## src/rtl/booth_divider_8by4.sv

```systemverilog
// Sequential signed 8/4 divider: restoring division on magnitudes, one quotient
// bit per clock, sign fix-up on the CALC->DONE edge. Companion of the Booth multiplier.
module booth_divider_8by4 (
  input  logic       clk,
  input  logic       rst_n,
  input  logic       start,
  input  logic [7:0] dividend,
  input  logic [3:0] divisor,
  output logic [7:0] quotient,
  output logic [3:0] remainder,
  output logic       done,
  output logic       busy,
  output logic       div_by_zero,
  output logic       overflow
);

  typedef enum logic [1:0] {
    IDLE = 2'd0,
    CALC = 2'd1,
    DONE = 2'd2
  } state_e;

  state_e     state_q, state_d;
  logic [2:0] count_q, count_d;
  logic [7:0] q_q, q_d;           // dividend magnitude shifting out, quotient bits shifting in
  logic [3:0] r_q, r_d;           // partial remainder; always < |divisor| <= 8, so 4 bits suffice
  logic [4:0] d_q, d_d;           // |divisor|, zero-extended so 8 is representable
  logic       qneg_q, qneg_d;
  logic       rneg_q, rneg_d;
  logic       dbz_q, dbz_d;
  logic       ovf_q, ovf_d;
  logic [7:0] quot_q, quot_d;
  logic [3:0] rem_q, rem_d;
  logic       dbz_out_q, dbz_out_d;
  logic       ovf_out_q, ovf_out_d;

  logic [4:0] trial;
  logic       ge;
  logic [3:0] diff;
  logic [7:0] q_iter;
  logic [3:0] r_iter;

  // When trial >= D the true difference is below 8, so 4-bit modular subtraction is exact.
  assign trial  = {r_q, q_q[7]};
  assign ge     = (trial >= d_q);
  assign diff   = trial[3:0] - d_q[3:0];
  assign q_iter = {q_q[6:0], ge};
  assign r_iter = ge ? diff : trial[3:0];

  always_ff @(posedge clk or negedge rst_n) begin
    if (!rst_n) begin
      state_q <= IDLE;
    end else begin
      state_q <= state_d;
    end
  end

  always_comb begin
    state_d   = state_q;
    count_d   = count_q;
    q_d       = q_q;
    r_d       = r_q;
    d_d       = d_q;
    qneg_d    = qneg_q;
    rneg_d    = rneg_q;
    dbz_d     = dbz_q;
    ovf_d     = ovf_q;
    quot_d    = quot_q;
    rem_d     = rem_q;
    dbz_out_d = dbz_out_q;
    ovf_out_d = ovf_out_q;
    case (state_q)
      IDLE: begin
        if (start) begin
          q_d     = dividend[7] ? (~dividend + 8'd1) : dividend;
          d_d     = {1'b0, (divisor[3] ? (~divisor + 4'd1) : divisor)};
          r_d     = 4'd0;
          count_d = 3'd0;
          qneg_d  = dividend[7] ^ divisor[3];
          rneg_d  = dividend[7];
          dbz_d   = (divisor == 4'd0);
          ovf_d   = (dividend == 8'h80) && (divisor == 4'hF);
          state_d = CALC;
        end
      end
      CALC: begin
        q_d     = q_iter;
        r_d     = r_iter;
        count_d = count_q + 3'd1;
        if (count_q == 3'd7) begin
          state_d = DONE;
          if (dbz_q) begin
            quot_d    = 8'd0;
            rem_d     = 4'd0;
            dbz_out_d = 1'b1;
            ovf_out_d = 1'b0;
          end else if (ovf_q) begin
            quot_d    = 8'h80;
            rem_d     = 4'd0;
            dbz_out_d = 1'b0;
            ovf_out_d = 1'b1;
          end else begin
            quot_d    = qneg_q ? (~q_iter + 8'd1) : q_iter;
            rem_d     = rneg_q ? (~r_iter + 4'd1) : r_iter;
            dbz_out_d = 1'b0;
            ovf_out_d = 1'b0;
          end
        end
      end
      DONE: begin
        state_d = IDLE;
      end
      default: begin
        state_d = IDLE;
      end
    endcase
  end

  always_ff @(posedge clk or negedge rst_n) begin
    if (!rst_n) begin
      count_q   <= 3'd0;
      q_q       <= 8'd0;
      r_q       <= 4'd0;
      d_q       <= 5'd0;
      qneg_q    <= 1'b0;
      rneg_q    <= 1'b0;
      dbz_q     <= 1'b0;
      ovf_q     <= 1'b0;
      quot_q    <= 8'd0;
      rem_q     <= 4'd0;
      dbz_out_q <= 1'b0;
      ovf_out_q <= 1'b0;
    end else begin
      count_q   <= count_d;
      q_q       <= q_d;
      r_q       <= r_d;
      d_q       <= d_d;
      qneg_q    <= qneg_d;
      rneg_q    <= rneg_d;
      dbz_q     <= dbz_d;
      ovf_q     <= ovf_d;
      quot_q    <= quot_d;
      rem_q     <= rem_d;
      dbz_out_q <= dbz_out_d;
      ovf_out_q <= ovf_out_d;
    end
  end

  assign quotient    = quot_q;
  assign remainder   = rem_q;
  assign div_by_zero = dbz_out_q;
  assign overflow    = ovf_out_q;
  assign done        = (state_q == DONE);
  assign busy        = (state_q != IDLE);

endmodule

```

## config.mk

```make
export PLATFORM = sky130hd
export DESIGN_NAME = booth_divider_8by4
export DESIGN_NICKNAME = d
export VERILOG_FILES = /design/src/rtl/booth_divider_8by4.sv
export SDC_FILE = /design/constraint.sdc
export NUM_CORES = 1
export LEC_CHECK = 0
export ABC_AREA = 1
export CORE_MARGIN = 4
export CORE_UTILIZATION = 47
export CTS_CLUSTER_SIZE = 16
export DETAILED_ROUTE_END_ITERATION = 6
export GPL_TIMING_DRIVEN = 1
export HOLD_SLACK_MARGIN = 0.1
export PLACE_DENSITY_LB_ADDON = 0.12
export SLEW_MARGIN = 20
export SYNTH_ARGS = -nofsm -noshare
export SYNTH_HDL_FRONTEND = slang
export SYNTH_SLANG_ARGS = --single-unit
```

## constraint.sdc

```tcl
create_clock -name clk -period 2.2 [get_ports clk]
set_input_delay 0.44 -clock clk [delete_from_list [all_inputs] [get_ports clk]]
set_output_delay 0.44 -clock clk [all_outputs]
set_load 0.01 [all_outputs]
```

==> metrics.txt, run 1 <==
Reg2Reg Setup Slack 0.12 ns; status completed; Fillers 429; Yosys top cell by area dfrtp_1; CTS Root Cell clkbuf_8; MaxCap Viol Count 0; Sink Count 39; via count 1875; Fin Hold WS 0.159 ns; cell area after synthesis 2200 sq um; FF-to-FF End remainder[2]; final setup vio count 0; Synthesized Nets 289; highest metal used met4; post-detailed-routing wire length 4990 um; Final #Nets 334; WL met3 225 um; Peak VDD IR 0.762 mV; Rows 24; Final Wtd Congestion 0.890; WL met2 2340 um; r2r worst-path depth 14; Mean Syn Cell Area 8.38 sq um; sequential share of the synthesized area 44.4%; routed length per placed instance 13.9 um; worst-path maximum fanout 7; Hold Path Class input port to async pin; vias per cell 5.21; DRT iter0 DRCs 94; CTS clock-pin slew for the worst setup and hold paths 0.07 ns; crit path time final 2.08 ns; M1 WL 2360 um; worst slew pin tran 0.630 ns; power per cell area 1570 nW/um^2; data arrival time of the worst path 2.27 ns; WS Path Type register to register; Setup crit end remainder[2]; Max Slew Vio Count 0; Crit Reg-Reg Startpoint r_q[0]; Synth top area share 44.4%; endpoint type of the worst setup path register; CP Data Required Time 2.39 ns; CTS tree yes; Hold Vio Cnt, Final 0; Global Route Usage Sum 18.2%; Synth cell types 32; TritonCTS Buffers 5; Synth-to-Final Area Change 24.3%; htree depth 2; first-pass GRT wire length 8420 um; Initial Util 49.4%; Max-slew headroom 58.0%; Final period util 94.7%; Achievable Freq 0.480 GHz; startpoint types register; share of cells above drive strength 1 14.9%; largest net degree at the start of global routing 28; total core area 4440 sq um; commonest non-fill, non-tap cells in the layout nand2_1 (52), dfrtp_1 (39), inv_1 (32); die area 5830 sq um; clock latency on the worst-skew pair 0.29 ns; vias in the first global route 1793; Die Height 76.4 um; #FFs+latches synth 39; DP HPWL 3820 um; commonest non-fill, non-tap cell in the layout nand2_1; synth top area cells dfrtp_1 (44%), nand2_1 (8.9%), ha_1 (6.3%), inv_1 (5.6%), o21ai_1 (5.0%); chip width 76.4 um; Port Buf Inserts 30; crit path launch r_q[0]; Clock Skew 0.00401 ns; remaining antenna violation count 0; P_leak 1.30 nW; DRC Markers 0; synth warn 0; Max Root-Sink Buffers 2; GR Overflow Total 0; ant diodes 0; Gate Count Post-Synth 262; DRT Pass-1 Iters 5; initial antenna violation count 0; io pins 31; Post-Route Setup TNS 0 ns
synth_stat cells, drive strengths merged:
| master | number |
|---|---|
| a21oi | 3 |
| a22o | 2 |
| a22oi | 3 |
| clkbuf | 3 |
| clkinv | 1 |
| dfrtp | 39 |
| fa | 1 |
| ha | 11 |
| inv | 40 |
| nand2 | 61 |
| nand3 | 20 |
| nand4 | 2 |
| nor2 | 17 |
| nor3 | 8 |
| o211ai | 1 |
| o21a | 2 |
| o21ai | 33 |
| o221ai | 5 |
| o22ai | 2 |
| o41ai | 1 |
| xnor2 | 1 |
| xor2 | 6 |
cell type report:
cell class | instances | area (sq um) | area share (%)
multi-input combinational | 179 | 1070 | 39.3
inverter | 41 | 155 | 5.69
clock buffer | 7 | 76.3 | 2.80
sequential | 39 | 976 | 35.8
timing repair buffer | 41 | 378 | 13.8
clock inverter | 1 | 5.00 | 0.183
tap | 52 | 65.1 | 2.38
through the flow:
| stage | power (W) | area, sq um | utilization, % | instances | worst slack, ns |
|---|---|---|---|---|---|
| after global placement | 0.00369 | 2620 | 59.0 | 351 | 0.128 |
| after CTS | 0.00423 | 2700 | 60.8 | 359 | 0.00469 |
| after global routing | 0.00469 | 2730 | 61.4 | 360 | -0.0678 |
| after detailed placement | 0.00375 | 2620 | 59.0 | 351 | 0.00576 |
| final | 0.00429 | 2730 | 61.4 | 360 | 0.116 |
| after floorplan | 0.00297 | 2200 | - | 262 | 0.128 |
cell families after synthesis:
group | after synthesis | share of synthesized area (%)
AOI/OAI and AO/OA | 52 | 14.2
xor gates and xnor gates | 7 | 2.79
adders and majority gates | 12 | 7.18
buffers and inverters | 44 | 7.58
DFF | 39 | 44.4
and+or+nand+nor | 108 | 23.8
power breakdown:
part	internal (W)	switching (W)	total (W)
sequential	0.00105	0.000247	0.00130
combinational	0.00108	0.00144	0.00252
clock	0.000223	0.000247	0.000470
critical path: stages (launching register included):
cell and delay (ns):
dfrtp_1 0.42, ha_1 0.31, nand2_1 0.07, inv_2 0.04, nand2_1 0.08, nand2_2 0.07, nand2_4 0.10, nand2_8 0.05
buf_4 0.17, nand2_1 0.07, nand2_2 0.08, ha_1 0.20, nor2_2 0.11, xnor2_1 0.12, o21ai_1 0.07
sequential cells by signal, indices dropped and copies added (netlist names):
| signal | cells |
|---|---|
| q_q | 8 |
| r_q | 4 |
| overflow | 1 |
| ovf_q | 1 |
| qneg_q | 1 |
| state_q | 2 |
| count_q | 3 |
| div_by_zero | 1 |
| d_q | 4 |
| dbz_q | 1 |
| quotient | 8 |
| remainder | 4 |
| rneg_q | 1 |
metal layers:
| layer | global-route usage, % | vias to the layer above |
|---|---|---|
| met5 | 0 | - |
| met4 | 5.43 | 0 |
| met3 | 4.02 | 5 |
| met2 | 30.6 | 41 |
| met1 | 23.4 | 872 |
| li1 | - | 957 |
how the worst min path moves through the flow:
stage,endpoint
after floorplan,count_q[0]
after global placement,remainder[3]
after detailed placement,remainder[3]
after CTS,remainder[1]
after global routing,quotient[2]
final,remainder[1]
what timing repair did:
item / 4_1_cts / 5_1_grt
hold buffers: 0 / 0
resized for setup: 0 / 4
buffers inserted: 0 / 1
endpoints found under the setup margin: 0 / 5
(Power assumes the default switching activity.)
==> run 2: changes to the inputs <==
--- a/config.mk
+++ b/config.mk
@@ -11,7 +11,7 @@
 export CTS_CLUSTER_SIZE = 16
 export DETAILED_ROUTE_END_ITERATION = 6
 export GPL_TIMING_DRIVEN = 1
-export HOLD_SLACK_MARGIN = 0.1
+export HOLD_SLACK_MARGIN = 0.06
 export PLACE_DENSITY_LB_ADDON = 0.12
 export SLEW_MARGIN = 20
 export SYNTH_ARGS = -nofsm -noshare
==> results of run 2 <==
No change in the layout: final DEF, timing and power equal those of run 1.
==> run 3: changes to the inputs <==
--- a/config.mk
+++ b/config.mk
@@ -13,7 +13,7 @@
 export GPL_TIMING_DRIVEN = 1
 export HOLD_SLACK_MARGIN = 0.06
 export PLACE_DENSITY_LB_ADDON = 0.12
-export SLEW_MARGIN = 20
+export SLEW_MARGIN = 30
 export SYNTH_ARGS = -nofsm -noshare
 export SYNTH_HDL_FRONTEND = slang
 export SYNTH_SLANG_ARGS = --single-unit
==> results of run 3 <==
No change in the layout: final DEF, timing and power equal those of run 1.
